File: config.mk
export PLATFORM = sky130hd
export DESIGN_NAME = data_memory_param
export DESIGN_NICKNAME = d
export VERILOG_FILES = /design/src/rtl/dmem_pkg.sv /design/src/rtl/dmem_array.sv /design/src/rtl/data_memory_param.sv
export SDC_FILE = /design/constraint.sdc
export NUM_CORES = 2
export LEC_CHECK = 0
export CAP_MARGIN = 30
export CORE_MARGIN = 1.5
export CORE_UTILIZATION = 25
export DETAILED_ROUTE_END_ITERATION = 6
export GPL_TIMING_DRIVEN = 0
export SLEW_MARGIN = 20
export SYNTH_ARGS = -nofsm -noshare
export SYNTH_HDL_FRONTEND = slang
export SYNTH_HIERARCHICAL = 1
export SYNTH_SLANG_ARGS = --single-unit
File: constraint.sdc
create_clock -name clk -period 9.3 [get_ports clk]
set_clock_uncertainty 0.15 [all_clocks]
set_input_delay 1.395 -clock clk [delete_from_list [all_inputs] [get_ports clk]]
set_output_delay 1.395 -clock clk [all_outputs]
set_load 0.03 [all_outputs]
File: src/rtl/dmem_pkg.sv
// Shared types and sizing helpers for the parametrised data memory.
package dmem_pkg;

   localparam int DMEM_STATE_W = 2;

   typedef enum logic [DMEM_STATE_W-1:0] {
      S_IDLE = 2'd0,
      S_WAIT = 2'd1,
      S_RESP = 2'd2
   } dmem_state_e;

   function automatic int dmem_be_w(input int data_w);
      return data_w / 8;
   endfunction

   // Index width into the storage array; at least one bit for DEPTH=1.
   function automatic int DMEM_IDX_W(input int depth);
      return (depth > 1) ? $clog2(depth) : 1;
   endfunction

endpackage

File: src/rtl/dmem_array.sv
// Zero-initialised word storage with per-byte write enables and a registered read port.
module dmem_array
   import dmem_pkg::*;
#(
   parameter int  DATA_W = 16,
   parameter int  DEPTH  = 256,
   localparam int BE_W   = dmem_be_w(DATA_W),
   localparam int IDX_W  = DMEM_IDX_W(DEPTH)
) (
   input  logic              clk,
   input  logic              we,
   input  logic [BE_W-1:0]   be,
   input  logic              re,
   input  logic [IDX_W-1:0]  addr,
   input  logic [DATA_W-1:0] wdata,
   output logic [DATA_W-1:0] rdata
);

   logic [DATA_W-1:0] mem [DEPTH] = '{default: '0};

   always_ff @(posedge clk) begin
      if (we) begin
         for (int i = 0; i < BE_W; i++) begin
            if (be[i]) mem[addr][i*8 +: 8] <= wdata[i*8 +: 8];
         end
      end
      if (re) rdata <= mem[addr];
   end

endmodule

File: src/rtl/data_memory_param.sv
// Handshaked data memory with configurable wait states and out-of-range error responses.
// Optional DMEM_ERR_COUNT_EN adds a saturating 8-bit error-response counter output.
module data_memory_param
   import dmem_pkg::*;
#(
   parameter int DATA_W      = 16,
   parameter int DEPTH       = 256,
   parameter int ADDR_W      = 16,
   parameter int WAIT_CYCLES = 1
) (
   input  logic                   clk,
   input  logic                   rst,
   input  logic                   req_valid,
   output logic                   req_ready,
   input  logic                   req_we,
   input  logic [ADDR_W-1:0]      req_addr,
   input  logic [DATA_W-1:0]      req_wdata,
   input  logic [DATA_W/8-1:0]    req_be,
   output logic                   rsp_valid,
   output logic [DATA_W-1:0]      rsp_rdata,
   output logic                   rsp_err
`ifdef DMEM_ERR_COUNT_EN
   ,output logic [7:0]            err_count
`endif
);

   localparam int IDX_W = DMEM_IDX_W(DEPTH);
   localparam int CNT_W = (WAIT_CYCLES > 0) ? $clog2(WAIT_CYCLES + 1) : 1;
   localparam int CMP_W = (ADDR_W > 32) ? ADDR_W + 1 : 33;

   dmem_state_e       state, state_nxt;
   logic [CNT_W-1:0]  cnt;
   logic              lat_we, lat_err;
   logic              accept, in_range;
   logic [DATA_W-1:0] arr_rdata;

   // Full-width compare so high address bits can never alias into the array.
   assign in_range = CMP_W'(req_addr) < CMP_W'(DEPTH);
   assign accept   = req_ready & req_valid & ~rst;

   dmem_array #(
      .DATA_W (DATA_W),
      .DEPTH  (DEPTH)
   ) u_array (
      .clk   (clk),
      .we    (accept & req_we & in_range),
      .be    (req_be),
      .re    (accept & ~req_we & in_range),
      .addr  (req_addr[IDX_W-1:0]),
      .wdata (req_wdata),
      .rdata (arr_rdata)
   );

   always_ff @(posedge clk) begin
      if (rst) state <= S_IDLE;
      else     state <= state_nxt;
   end

   always_comb begin
      state_nxt = state;
      req_ready = 1'b0;
      case (state)
         S_IDLE: begin
            req_ready = 1'b1;
            if (req_valid) state_nxt = (WAIT_CYCLES > 0) ? S_WAIT : S_RESP;
         end
         S_WAIT: if (cnt + CNT_W'(1) == CNT_W'(WAIT_CYCLES)) state_nxt = S_RESP;
         S_RESP: state_nxt = S_IDLE;
         default: state_nxt = S_IDLE;
      endcase
   end

   // The response registers load as RESP is left, giving the one-cycle pulse.
   always_ff @(posedge clk) begin
      if (rst) begin
         cnt       <= '0;
         lat_we    <= 1'b0;
         lat_err   <= 1'b0;
         rsp_valid <= 1'b0;
         rsp_rdata <= '0;
         rsp_err   <= 1'b0;
      end else begin
         rsp_valid <= (state == S_RESP);
         if (accept) begin
            cnt     <= '0;
            lat_we  <= req_we;
            lat_err <= ~in_range;
         end else if (state == S_WAIT) begin
            cnt <= cnt + CNT_W'(1);
         end
         if (state == S_RESP) begin
            rsp_err   <= lat_err;
            rsp_rdata <= (lat_we || lat_err) ? '0 : arr_rdata;
         end
      end
   end

`ifdef DMEM_ERR_COUNT_EN
   always_ff @(posedge clk) begin
      if (rst)
         err_count <= '0;
      else if (state == S_RESP && lat_err && err_count != 8'hFF)
         err_count <= err_count + 8'd1;
   end
`endif

endmodule

==> run_results.csv <==
group,metric,value,unit
clock_tree,holdBufCountCts,0,
routing,drt.antenna.violating_nets,0,
synth,ys_seq_area_share,78.5,%
sta,fmax,160,MHz
final_layout,num-nets-final,7807,
global_routing,grt_pass1_wl,652,mm
setup_path,worst_setup_path_start_kind,"primary input",
sta,finalCritPeriodShare,67.3,%
sta,setup_viol,0,
clock_tree,htree_levels,5,
synth,ys_async_sr_fraction,0,%
sta,holdWs,330,ps
synth,synth_area_per_cell,22.2,um^2
floorplan,num_rows,291,
sta,max_slew_margin,25.8,%
clock_tree,cts_tree,"done",
routing,avgRoutedWirePerCell,29.4,um
global_routing,grt.total_usage,14.6,%
clock_tree,cts_made_buffers,414,
global_routing,overflow,0,
floorplan,die_width,797,um
floorplan,ios,57,
global_routing,first_global_vias,78600,
floorplan,coreArea,628000,um^2
synth,synthFlopType,"edfxtp_1",
routing,route.met2.wl,218,mm
clock_tree,clkTransAtPathRegs,60,ps
sta,tns,0,ps
setup_path,crit_slowest_cell,"nand3_1",
placement,port-buffer-count,53,
clock_tree,cts.sinks,4135,
clock_tree,cts_setup_buffers,0,
sta,fin_crit,6260,ps
clock_tree,cts_resized,0,
job,cap_violations,0,
floorplan,die_height,797,um
sta,rsz0062_at_grt,"false",
final_layout,drive_gt1_share,25.5,%
global_routing,grt_start_max_net_pins,117,
placement,dp_hpwl,331,mm
power_and_ir_drop,vdd_drop_max,0.185,mV
setup_path,crit_path_cell_trace,"clkdlybuf4s50_1 -> nor2b_1 -> clkbuf_2 -> buf_1 -> nand3_1 -> clkbuf_2 -> buf_16 -> nor2_1 -> buf_4",
routing,viasPerCell,4.96,
sta,fin_ws,3040,ps
setup_path,max_stage_delay,1070,ps
setup_path,crit_top_cell,"clkbuf_2",
setup_path,worstPathArrival,6790,ps
routing,drt_first_pass_iters,7,
routing,drc,0,
synth,yosysWarnings,6,
clock_tree,clk_latency,970,ps
floorplan,fp.dieArea,636000,um^2
placement,pre_cts_ws,2260,ps
setup_path,cp.required,9830,ps
sta,report.final.hold_viol_count,0,
final_layout,area_growth,17.5,%
setup_path,path_class,"primary input to register",
synth,syn-instance-count,7123,
power_and_ir_drop,p_per_area,209,nW/um^2
global_routing,antenna_found_initial,45,
final_layout,fin_util,29.5,%
clock_tree,root_buffer,"clkbuf_16",
final_layout,fillers,60744,
placement,place.gp.congestion,0.884,
routing,wirelength,484,mm
min_path,hold_path_class,"register to register",
setup_path,end_kind,"register",
synth,synth_edf_count,4112,
sta,drv_slew,0,
synth,ys_ff_latch,4135,
synth,netlist_area,158000,um^2
routing,wl_met1,184,mm
routing,wl_met3,62.6,mm
sta,tightest_slew,1110,ps
routing,drt_iter0_drc,12875,
floorplan,initial_core_util,25.1,%
clock_tree,clockBufferDepth,4,
routing,num_vias,81852,
power_and_ir_drop,total_power,38.8,mW
outcome,status,"finished, final reports clean",
routing,top_layer,"met5",
synth,ys_types,34,
synth,syn_nets,7161,
setup_path,path_max_fanout,10,
power_and_ir_drop,p_leak,55.0,nW
-- power by group --
group	leakage [nW]	total, mW	internal (mW)	switching, mW
logic	11.4	2.03	0.640	1.39
clock network	6.43	16.3	9.23	7.08
registers	37.1	20.5	20.5	0.00406
-- synthesized netlist by cell type (27+ instances only) --
master	instances	area (um^2)
a22oi_1	518	3890
o41ai_1	54	473
nand3_1	33	165
nand2_1	27	101
mux4_2	1024	23100
buf_6	30	338
a21oi_1	259	1300
nor2_1	526	1970
buf_4	34	255
buf_1	64	240
clkbuf_1	274	1030
buf_2	61	305
edfxtp_1	4112	123000
-- flip-flops by register name (all words and copies together) (netlist names) --
register	flops
cnt	1
state	2
rsp_rdata	16
lat_we	1
rsp_valid	1
u_array/mem	4096
lat_err	1
rsp_err	1
u_array/rdata	16
-- path summary, 6_finish.rpt --
| check | start | to | slack, ps | depth (start not counted) |
|---|---|---|---|---|
| hold reg to reg | cnt | state[1] | 330 | 1 |
| hold / removal | cnt | state[1] | 330 | 1 |
| setup / recovery | req_addr[3] | u_array/mem[152][11] | 3040 | 9 |
| setup reg to reg | state[0] | u_array/mem[152][11] | 3970 | 12 |
-- layout by cell type, fill, tap and decap left out, types with 5 or more instances in the layout --
cell type        instances
clkinv_1                92
a21oi_1                258
buf_12                  20
bufinv_16               32
buf_1                   61
nand4_1                 24
diode_2                 41
clkinv_4                 5
nand3_1                 25
clkbuf_16              424
inv_6                    6
buf_16                  56
clkinv_16                5
nor2_2                  11
nand3_2                  8
clkbuf_1               299
clkinvlp_4              10
buf_8                   34
a22oi_2                 10
o41ai_1                 28
clkbuf_4                17
buf_4                   79
clkbuf_2                47
mux4_2                1024
dfxtp_1                 23
nand2_2                  7
a22oi_1                518
clkinv_2                90
buf_6                   56
nand2_1                 20
nor2b_1                  6
edfxtp_1              4112
o41ai_2                 36
clkdlybuf4s50_1         37
nor2_1                 524
buf_2                   74
-- layer usage --
metal  track usage [%]  vias to the layer above
li1                  -                    31681
met4              5.80                       24
met3              4.64                      774
met5                 0                        -
met2              22.1                     5276
met1              19.5                    44097
-- logic make-up after synthesis --
logic type	Yosys count	synth area share [%]
flops	4135	78.5
mux	1026	14.6
compound gates	853	3.78
simple gates	645	1.68
buf+inv	464	1.38
-- final cells by class --
cell class	instances	area, um^2	area share [%]
multi-input cells	2524	32000	17.2
diodes	41	103	0.0553
repair buffers	230	3520	1.90
inverters	1	3.75	0.00202
well taps	8350	10400	5.64
flip-flops and latches	4135	124000	66.9
plain buffers	463	2290	1.24
clock buffers	512	10900	5.90
clock inverters	245	2170	1.17
-- metrics by stage --
stage	std cells	area (um^2)
6_report	16501	185000
2_1_floorplan	7123	158000
3_5_place_dp	15677	172000
4_1_cts	16434	185000
5_1_grt	16463	185000
3_3_place_gp	15526	169000
-- worst max-delay path: cells and delay by family --
kind,cells,cell delay (ps)
and+or+nand+nor,3,1890
buffers and inverters,6,3370
No activity file was read; power rests on OpenSTA's default activity.
